$ cat src/rtl/fifo_wr_arbiter_if.sv
// Write-side bundle between NUM_REQ requesters, the round-robin arbiter and the
// async FIFO write port.
interface fifo_wr_arbiter_if #(
    parameter int NUM_REQ    = 4,
    parameter int DATA_WIDTH = 8
);
    logic                          flush;
    logic [NUM_REQ-1:0]            req_valid;
    logic [NUM_REQ-1:0]            req_last;
    logic [NUM_REQ*DATA_WIDTH-1:0] req_data;
    logic [NUM_REQ-1:0]            req_ready;
    logic                          full;
    logic                          wr_enable;
    logic [DATA_WIDTH-1:0]         write_data;
    logic [NUM_REQ-1:0]            grant;
    logic                          busy;

    modport slave (
        input  flush, req_valid, req_last, req_data, full,
        output req_ready, wr_enable, write_data, grant, busy
    );

    modport master (
        output flush, req_valid, req_last, req_data, full,
        input  req_ready, wr_enable, write_data, grant, busy
    );
endinterface

$ cat src/rtl/fifo_wr_arbiter.sv
// Packet-locked round-robin arbiter for the async FIFO write port.
// Define FIFO_WR_ARB_STATS_EN to add saturating per-requester beat counters.
module fifo_wr_arbiter #(
    parameter int NUM_REQ    = 4,
    parameter int DATA_WIDTH = 8,
    parameter int MAX_BURST  = 16
) (
    input  logic                    w_clk,
    input  logic                    wreset,
    fifo_wr_arbiter_if.slave        bus
`ifdef FIFO_WR_ARB_STATS_EN
    ,
    output logic [NUM_REQ*16-1:0]   beat_count
`endif
);
    localparam int IDX_W = $clog2(NUM_REQ);
    localparam int CNT_W = $clog2(MAX_BURST + 1);

    typedef enum logic {IDLE, LOCK} state_t;

    state_t               state_q, state_d;
    logic [NUM_REQ-1:0]   grant_q, grant_d;
    logic [IDX_W-1:0]     owner_q, owner_d;
    logic [IDX_W-1:0]     rr_ptr_q, rr_ptr_d;
    logic [CNT_W-1:0]     beat_cnt_q, beat_cnt_d;
    logic [IDX_W-1:0]     win_idx;
    logic                 win_found;
    logic [NUM_REQ-1:0]   ready;
    logic                 wr_en;
    logic [DATA_WIDTH-1:0] wdata;
    logic                 release_beat;

    function automatic logic [IDX_W-1:0] wrap_add(input logic [IDX_W-1:0] base, input int off);
        int sum;
        sum = int'(base) + off;
        if (sum >= NUM_REQ) sum -= NUM_REQ;
        return IDX_W'(sum);
    endfunction

    // First valid requester at or above rr_ptr, wrapping
    always_comb begin
        win_found = 1'b0;
        win_idx   = '0;
        for (int i = 0; i < NUM_REQ; i++) begin
            if (!win_found && bus.req_valid[wrap_add(rr_ptr_q, i)]) begin
                win_found = 1'b1;
                win_idx   = wrap_add(rr_ptr_q, i);
            end
        end
    end

    always_ff @(posedge w_clk or posedge wreset) begin
        if (wreset) begin
            state_q    <= IDLE;
            grant_q    <= '0;
            owner_q    <= '0;
            rr_ptr_q   <= '0;
            beat_cnt_q <= '0;
        end else begin
            state_q    <= state_d;
            grant_q    <= grant_d;
            owner_q    <= owner_d;
            rr_ptr_q   <= rr_ptr_d;
            beat_cnt_q <= beat_cnt_d;
        end
    end

    assign release_beat = wr_en &
        (bus.req_last[owner_q] | (beat_cnt_q == CNT_W'(MAX_BURST - 1)));

    always_comb begin
        state_d    = state_q;
        grant_d    = grant_q;
        owner_d    = owner_q;
        rr_ptr_d   = rr_ptr_q;
        beat_cnt_d = beat_cnt_q;
        if (bus.flush) begin
            // rr_ptr is left alone so the aborted owner wins the next round
            state_d    = IDLE;
            grant_d    = '0;
            beat_cnt_d = '0;
        end else begin
            case (state_q)
                IDLE: begin
                    if (win_found) begin
                        state_d    = LOCK;
                        grant_d    = NUM_REQ'(1) << win_idx;
                        owner_d    = win_idx;
                        beat_cnt_d = '0;
                    end
                end
                LOCK: begin
                    if (release_beat) begin
                        state_d    = IDLE;
                        grant_d    = '0;
                        beat_cnt_d = '0;
                        rr_ptr_d   = wrap_add(owner_q, 1);
                    end else if (wr_en) begin
                        beat_cnt_d = beat_cnt_q + CNT_W'(1);
                    end
                end
                default: state_d = IDLE;
            endcase
        end
    end

    always_comb begin
        ready = '0;
        wr_en = 1'b0;
        wdata = '0;
        if (state_q == LOCK) begin
            wdata = bus.req_data[owner_q*DATA_WIDTH +: DATA_WIDTH];
            if (!bus.flush) begin
                ready[owner_q] = ~bus.full;
                wr_en          = bus.req_valid[owner_q] & ~bus.full;
            end
        end
    end

    assign bus.req_ready  = ready;
    assign bus.wr_enable  = wr_en;
    assign bus.write_data = wdata;
    assign bus.grant      = grant_q;
    assign bus.busy       = (state_q == LOCK);

`ifdef FIFO_WR_ARB_STATS_EN
    logic [15:0] stats_q [NUM_REQ];

    function automatic logic [15:0] sat_inc16(input logic [15:0] val);
        return (val == 16'hFFFF) ? val : val + 16'd1;
    endfunction

    always_ff @(posedge w_clk or posedge wreset) begin
        if (wreset) begin
            for (int i = 0; i < NUM_REQ; i++) stats_q[i] <= '0;
        end else begin
            for (int i = 0; i < NUM_REQ; i++) begin
                if (wr_en && owner_q == IDX_W'(i)) stats_q[i] <= sat_inc16(stats_q[i]);
            end
        end
    end

    for (genvar gi = 0; gi < NUM_REQ; gi++) begin : g_stats
        assign beat_count[gi*16 +: 16] = stats_q[gi];
    end
`endif
endmodule

$ cat src/flat_wrapper.sv
// flat-port wrapper written by rule: the top's interface ports become plain ports
module fifo_wr_arbiter_flat 
#(
    parameter int NUM_REQ    = 4,
    parameter int DATA_WIDTH = 8,
    parameter int MAX_BURST  = 16
)
  (w_clk, wreset, bus_flush, bus_req_valid, bus_req_last, bus_req_data, bus_full, bus_req_ready, bus_wr_enable, bus_write_data, bus_grant, bus_busy);
  fifo_wr_arbiter_if #(.NUM_REQ(NUM_REQ), .DATA_WIDTH(DATA_WIDTH)) bus_i ();
  input  logic w_clk;
  input  logic wreset;
  input wire logic [$bits(bus_i.flush)-1:0] bus_flush;
  input wire logic [$bits(bus_i.req_valid)-1:0] bus_req_valid;
  input wire logic [$bits(bus_i.req_last)-1:0] bus_req_last;
  input wire logic [$bits(bus_i.req_data)-1:0] bus_req_data;
  input wire logic [$bits(bus_i.full)-1:0] bus_full;
  output wire logic [$bits(bus_i.req_ready)-1:0] bus_req_ready;
  output wire logic [$bits(bus_i.wr_enable)-1:0] bus_wr_enable;
  output wire logic [$bits(bus_i.write_data)-1:0] bus_write_data;
  output wire logic [$bits(bus_i.grant)-1:0] bus_grant;
  output wire logic [$bits(bus_i.busy)-1:0] bus_busy;
  assign bus_i.flush = bus_flush;
  assign bus_i.req_valid = bus_req_valid;
  assign bus_i.req_last = bus_req_last;
  assign bus_i.req_data = bus_req_data;
  assign bus_i.full = bus_full;
  assign bus_req_ready = bus_i.req_ready;
  assign bus_wr_enable = bus_i.wr_enable;
  assign bus_write_data = bus_i.write_data;
  assign bus_grant = bus_i.grant;
  assign bus_busy = bus_i.busy;
  fifo_wr_arbiter #(.NUM_REQ(NUM_REQ), .DATA_WIDTH(DATA_WIDTH), .MAX_BURST(MAX_BURST)) u_core (.w_clk(w_clk), .wreset(wreset), .bus(bus_i));
endmodule
$ cat config.mk
export PLATFORM = sky130hd
export DESIGN_NAME = fifo_wr_arbiter_flat
export DESIGN_NICKNAME = d
export VERILOG_FILES = /design/src/rtl/fifo_wr_arbiter_if.sv /design/src/rtl/fifo_wr_arbiter.sv /design/src/flat_wrapper.sv
export SDC_FILE = /design/constraint.sdc
export NUM_CORES = 1
export LEC_CHECK = 0
export CELL_PAD_IN_SITES_DETAIL_PLACEMENT = 0
export CELL_PAD_IN_SITES_GLOBAL_PLACEMENT = 1
export CORE_ASPECT_RATIO = 1.4
export CORE_UTILIZATION = 31
export CTS_CLUSTER_SIZE = 30
export DETAILED_ROUTE_END_ITERATION = 8
export PLACE_DENSITY_LB_ADDON = 0.1
export SLEW_MARGIN = 20
export SYNTH_ARGS = -nofsm -noshare
export SYNTH_HDL_FRONTEND = slang
export SYNTH_SLANG_ARGS = --single-unit
$ cat constraint.sdc
create_clock -name w_clk -period 5.8 [get_ports w_clk]
set_clock_uncertainty 0.15 [all_clocks]
set_input_delay 1.45 -clock w_clk [delete_from_list [all_inputs] [get_ports w_clk]]
set_output_delay 1.45 -clock w_clk [all_outputs]
set_load 0.01 [all_outputs]
==> run metrics <==
post-synthesis cell type count=41; Seq/Total Area, Yosys=0.2857; HPWL Detailed=2794 um; core footprint=3709 sq um; Max FO, Critical Path=6; YS warnings=0; mux contribution to synthesized area=0.2163; reg-to-reg setup timing slack=about 3.5 ns; Die W=55.16 um; post_cts resized=0; total negative slack=0 ns; Fillers=353; starting density of the core=0.3306; VDD IR-drop max=0.1817 mV; crit path DAT=around 3.2 ns; worst endpoint required time=4.20 ns; drt drc=0; final setup margin=between 1 and 1.5 ns; 1st-pass router iterations=4; Synth Instances=about 120; cts bufs inserted=3; root buf cell=clkbuf_8; main flop type after synthesis=dfrtp_1; IO Pins=62; syn nets=173; Die Y=76.42 um; maxcap violations=0; PD cells=267.2 nW/um^2; Synth top area share=0.2857; top cells by count, synth=dfrtp_1, and2_1, nand2_1, mux4_2, nor2_1; dpl ws=around 1 ns; Adder-Cell Fraction of Synth Area=0.06122; placed insts=222; final net count=235; clk sinks=14; post-synthesis simple-gate area fraction=0.2582; DR WL/cell=~16 um; Antenna diodes=0; R2R depth=4; top cells by area, synth=dfrtp_1, mux4_2, and2_1; port bufs=61; All-Layer GR Usage=0.1792; overflow left after global routing=0; Post-Syn Area=between 1000 and 1500 sq um; GPL Wtd Cong=0.7823; cell with the most instances after synthesis=dfrtp_1; Synth Area in Compound Gates=0.1378; fin area=between 1500 and 2000 sq um; total wire length=~3500 um; Hold Vio Cnt, Final=0; Overall Power=about 500 uW; largest net degree at the start of global routing=18; CTS clk-pin slew, worst paths=0.05 ns; Yosys top cell by area=dfrtp_1; row count=26; H-tree Lvls=1; fin. max-slew vios=0; hold_buf cts=0; layout cells sized above 1=0.1196; CP Capture Type=primary output; Post-synth EDFFs=0; critical path startpoint category=primary input; worst slew pin tran=0.7911 ns; Seq cells post-synth=14; ANT nets after route=0; Post-CTS Setup Bufs=0; first-pass GRT wire length=5506 um; hold crit path type=reg2reg; Hold Path Depth=1; Crit Path Category=in2out; Max Buffers Root-to-Sink=2; CTS tree=built; Via-to-Cell Ratio=5.270; period utilization=0.8220; Post-Synth XOR/XNOR Area=0; vias in the first global route=1193; RSZ-0062 raised after global routing=false; Leakage=between 0.0007 and 0.0008 uW; min cycle time layout=4.768 ns; via count=1191; largest family of logic cells by synthesized area=simple AND/OR/NAND/NOR gates; placed inst area=1866 sq um; syn avg cell area=about 10 sq um; Final setup viols=0; Max Clk Rate=209.7 MHz; Iter 0 DRT Violations=13; non-filler cells, final=226; status=completed; Clk Latency, worst-skew pair=0.24 ns; relative slew slack=0.4726; asr flop ratio synth=1.000; Synth-to-Final Area Change=56.63%; total die area=4215 sq um; initial antenna violation count=0
==> report_power, final <==
| group | total, uW | internal (uW) | switching [uW] | leakage, uW |
|---|---|---|---|---|
| clock network | 93.2 | 60.1 | 33.1 | 0.0000288 |
| registers | 168 | 115 | 52.5 | 0.000185 |
| logic | 252 | 163 | 89.0 | 0.000546 |
==> area by class of cell <==
| cell class | instances | area (sq um) | share of cell area |
|---|---|---|---|
| clock buffer | 4 | 55.05 | 0.02866 |
| sequential | 14 | 350.3 | 0.1824 |
| tap | 42 | 52.55 | 0.02736 |
| timing repair buffer | 61 | 610.6 | 0.3179 |
| multi-input combinational | 98 | 825.8 | 0.4300 |
| inverter | 7 | 26.28 | 0.01368 |
==> worst max-delay path, cell delays in order <==
cell and delay (ns):
clkdlybuf4s50_1 0.51, nand2b_1 0.23, nor2_1 0.25, and3b_1 0.20, clkdlybuf4s50_1 0.53
==> kinds of logic after synthesis <==
family,Yosys count
buf+inv,11
fa+ha+maj,6
simple gates,54
mux,15
flops,14
compound gates,23
==> per-layer routing <==
layer  up-vias  GRT usage  share of wire
met3         4    0.04391           0.10
met4         0    0.06500          0.011
li1        575          -              -
met2        59     0.3084           0.50
met5         -          0              0
met1       553     0.2015           0.38
==> path summary, 6_finish.rpt <==
path	from	endpoint
max	bus_flush	bus_wr_enable
max in group asynchronous	wreset	u_core.beat_cnt_q[3]$_DFFE_PP0P_
max reg2reg	u_core.owner_q[1]$_DFFE_PP0P_	u_core.rr_ptr_q[1]$_DFFE_PP0P_
min reg2reg	u_core.beat_cnt_q[0]$_DFFE_PP0P_	u_core.beat_cnt_q[0]$_DFFE_PP0P_
min	u_core.beat_cnt_q[0]$_DFFE_PP0P_	u_core.beat_cnt_q[0]$_DFFE_PP0P_
min in group asynchronous	wreset	u_core.bus.grant[3]$_DFFE_PP0P_
==> layout by cell type, fill, tap and decap left out, types with 2 or more instances in the layout <==
| master | netlist | layout |
|---|---|---|
| a32oi_1 | 2 | 2 |
| and2_1 | 13 | 13 |
| and3_1 | 2 | 2 |
| clkbuf_8 | 0 | 4 |
| clkdlybuf4s50_1 | 0 | 61 |
| dfrtp_1 | 14 | 14 |
| ha_1 | 6 | 6 |
| inv_1 | 7 | 7 |
| mux2_4 | 3 | 3 |
| mux2i_1 | 4 | 4 |
| mux4_2 | 8 | 8 |
| nand2_1 | 10 | 10 |
| nand2b_1 | 2 | 2 |
| nand3b_1 | 2 | 2 |
| nor2_1 | 8 | 8 |
| nor2b_1 | 6 | 6 |
| o211ai_1 | 2 | 2 |
| o21ai_0 | 2 | 2 |
| o22ai_1 | 7 | 7 |
==> per-stage QoR <==
stage               hold WS (ns)    util
floorplan                 0.3257       -
global placement          0.3408  0.5030
detailed placement        0.3555  0.5030
CTS                       0.3634  0.5179
global route              0.3891  0.5179
finish                    0.3628  0.5179
==> sequential cells by signal (all words and copies together), names as in the netlist <==
signal             cells
u_core.beat_cnt_q      5
u_core.owner_q         2
u_core.rr_ptr_q        2
u_core.bus.grant       4
u_core.bus.busy        1
(Power assumes the default switching activity.)
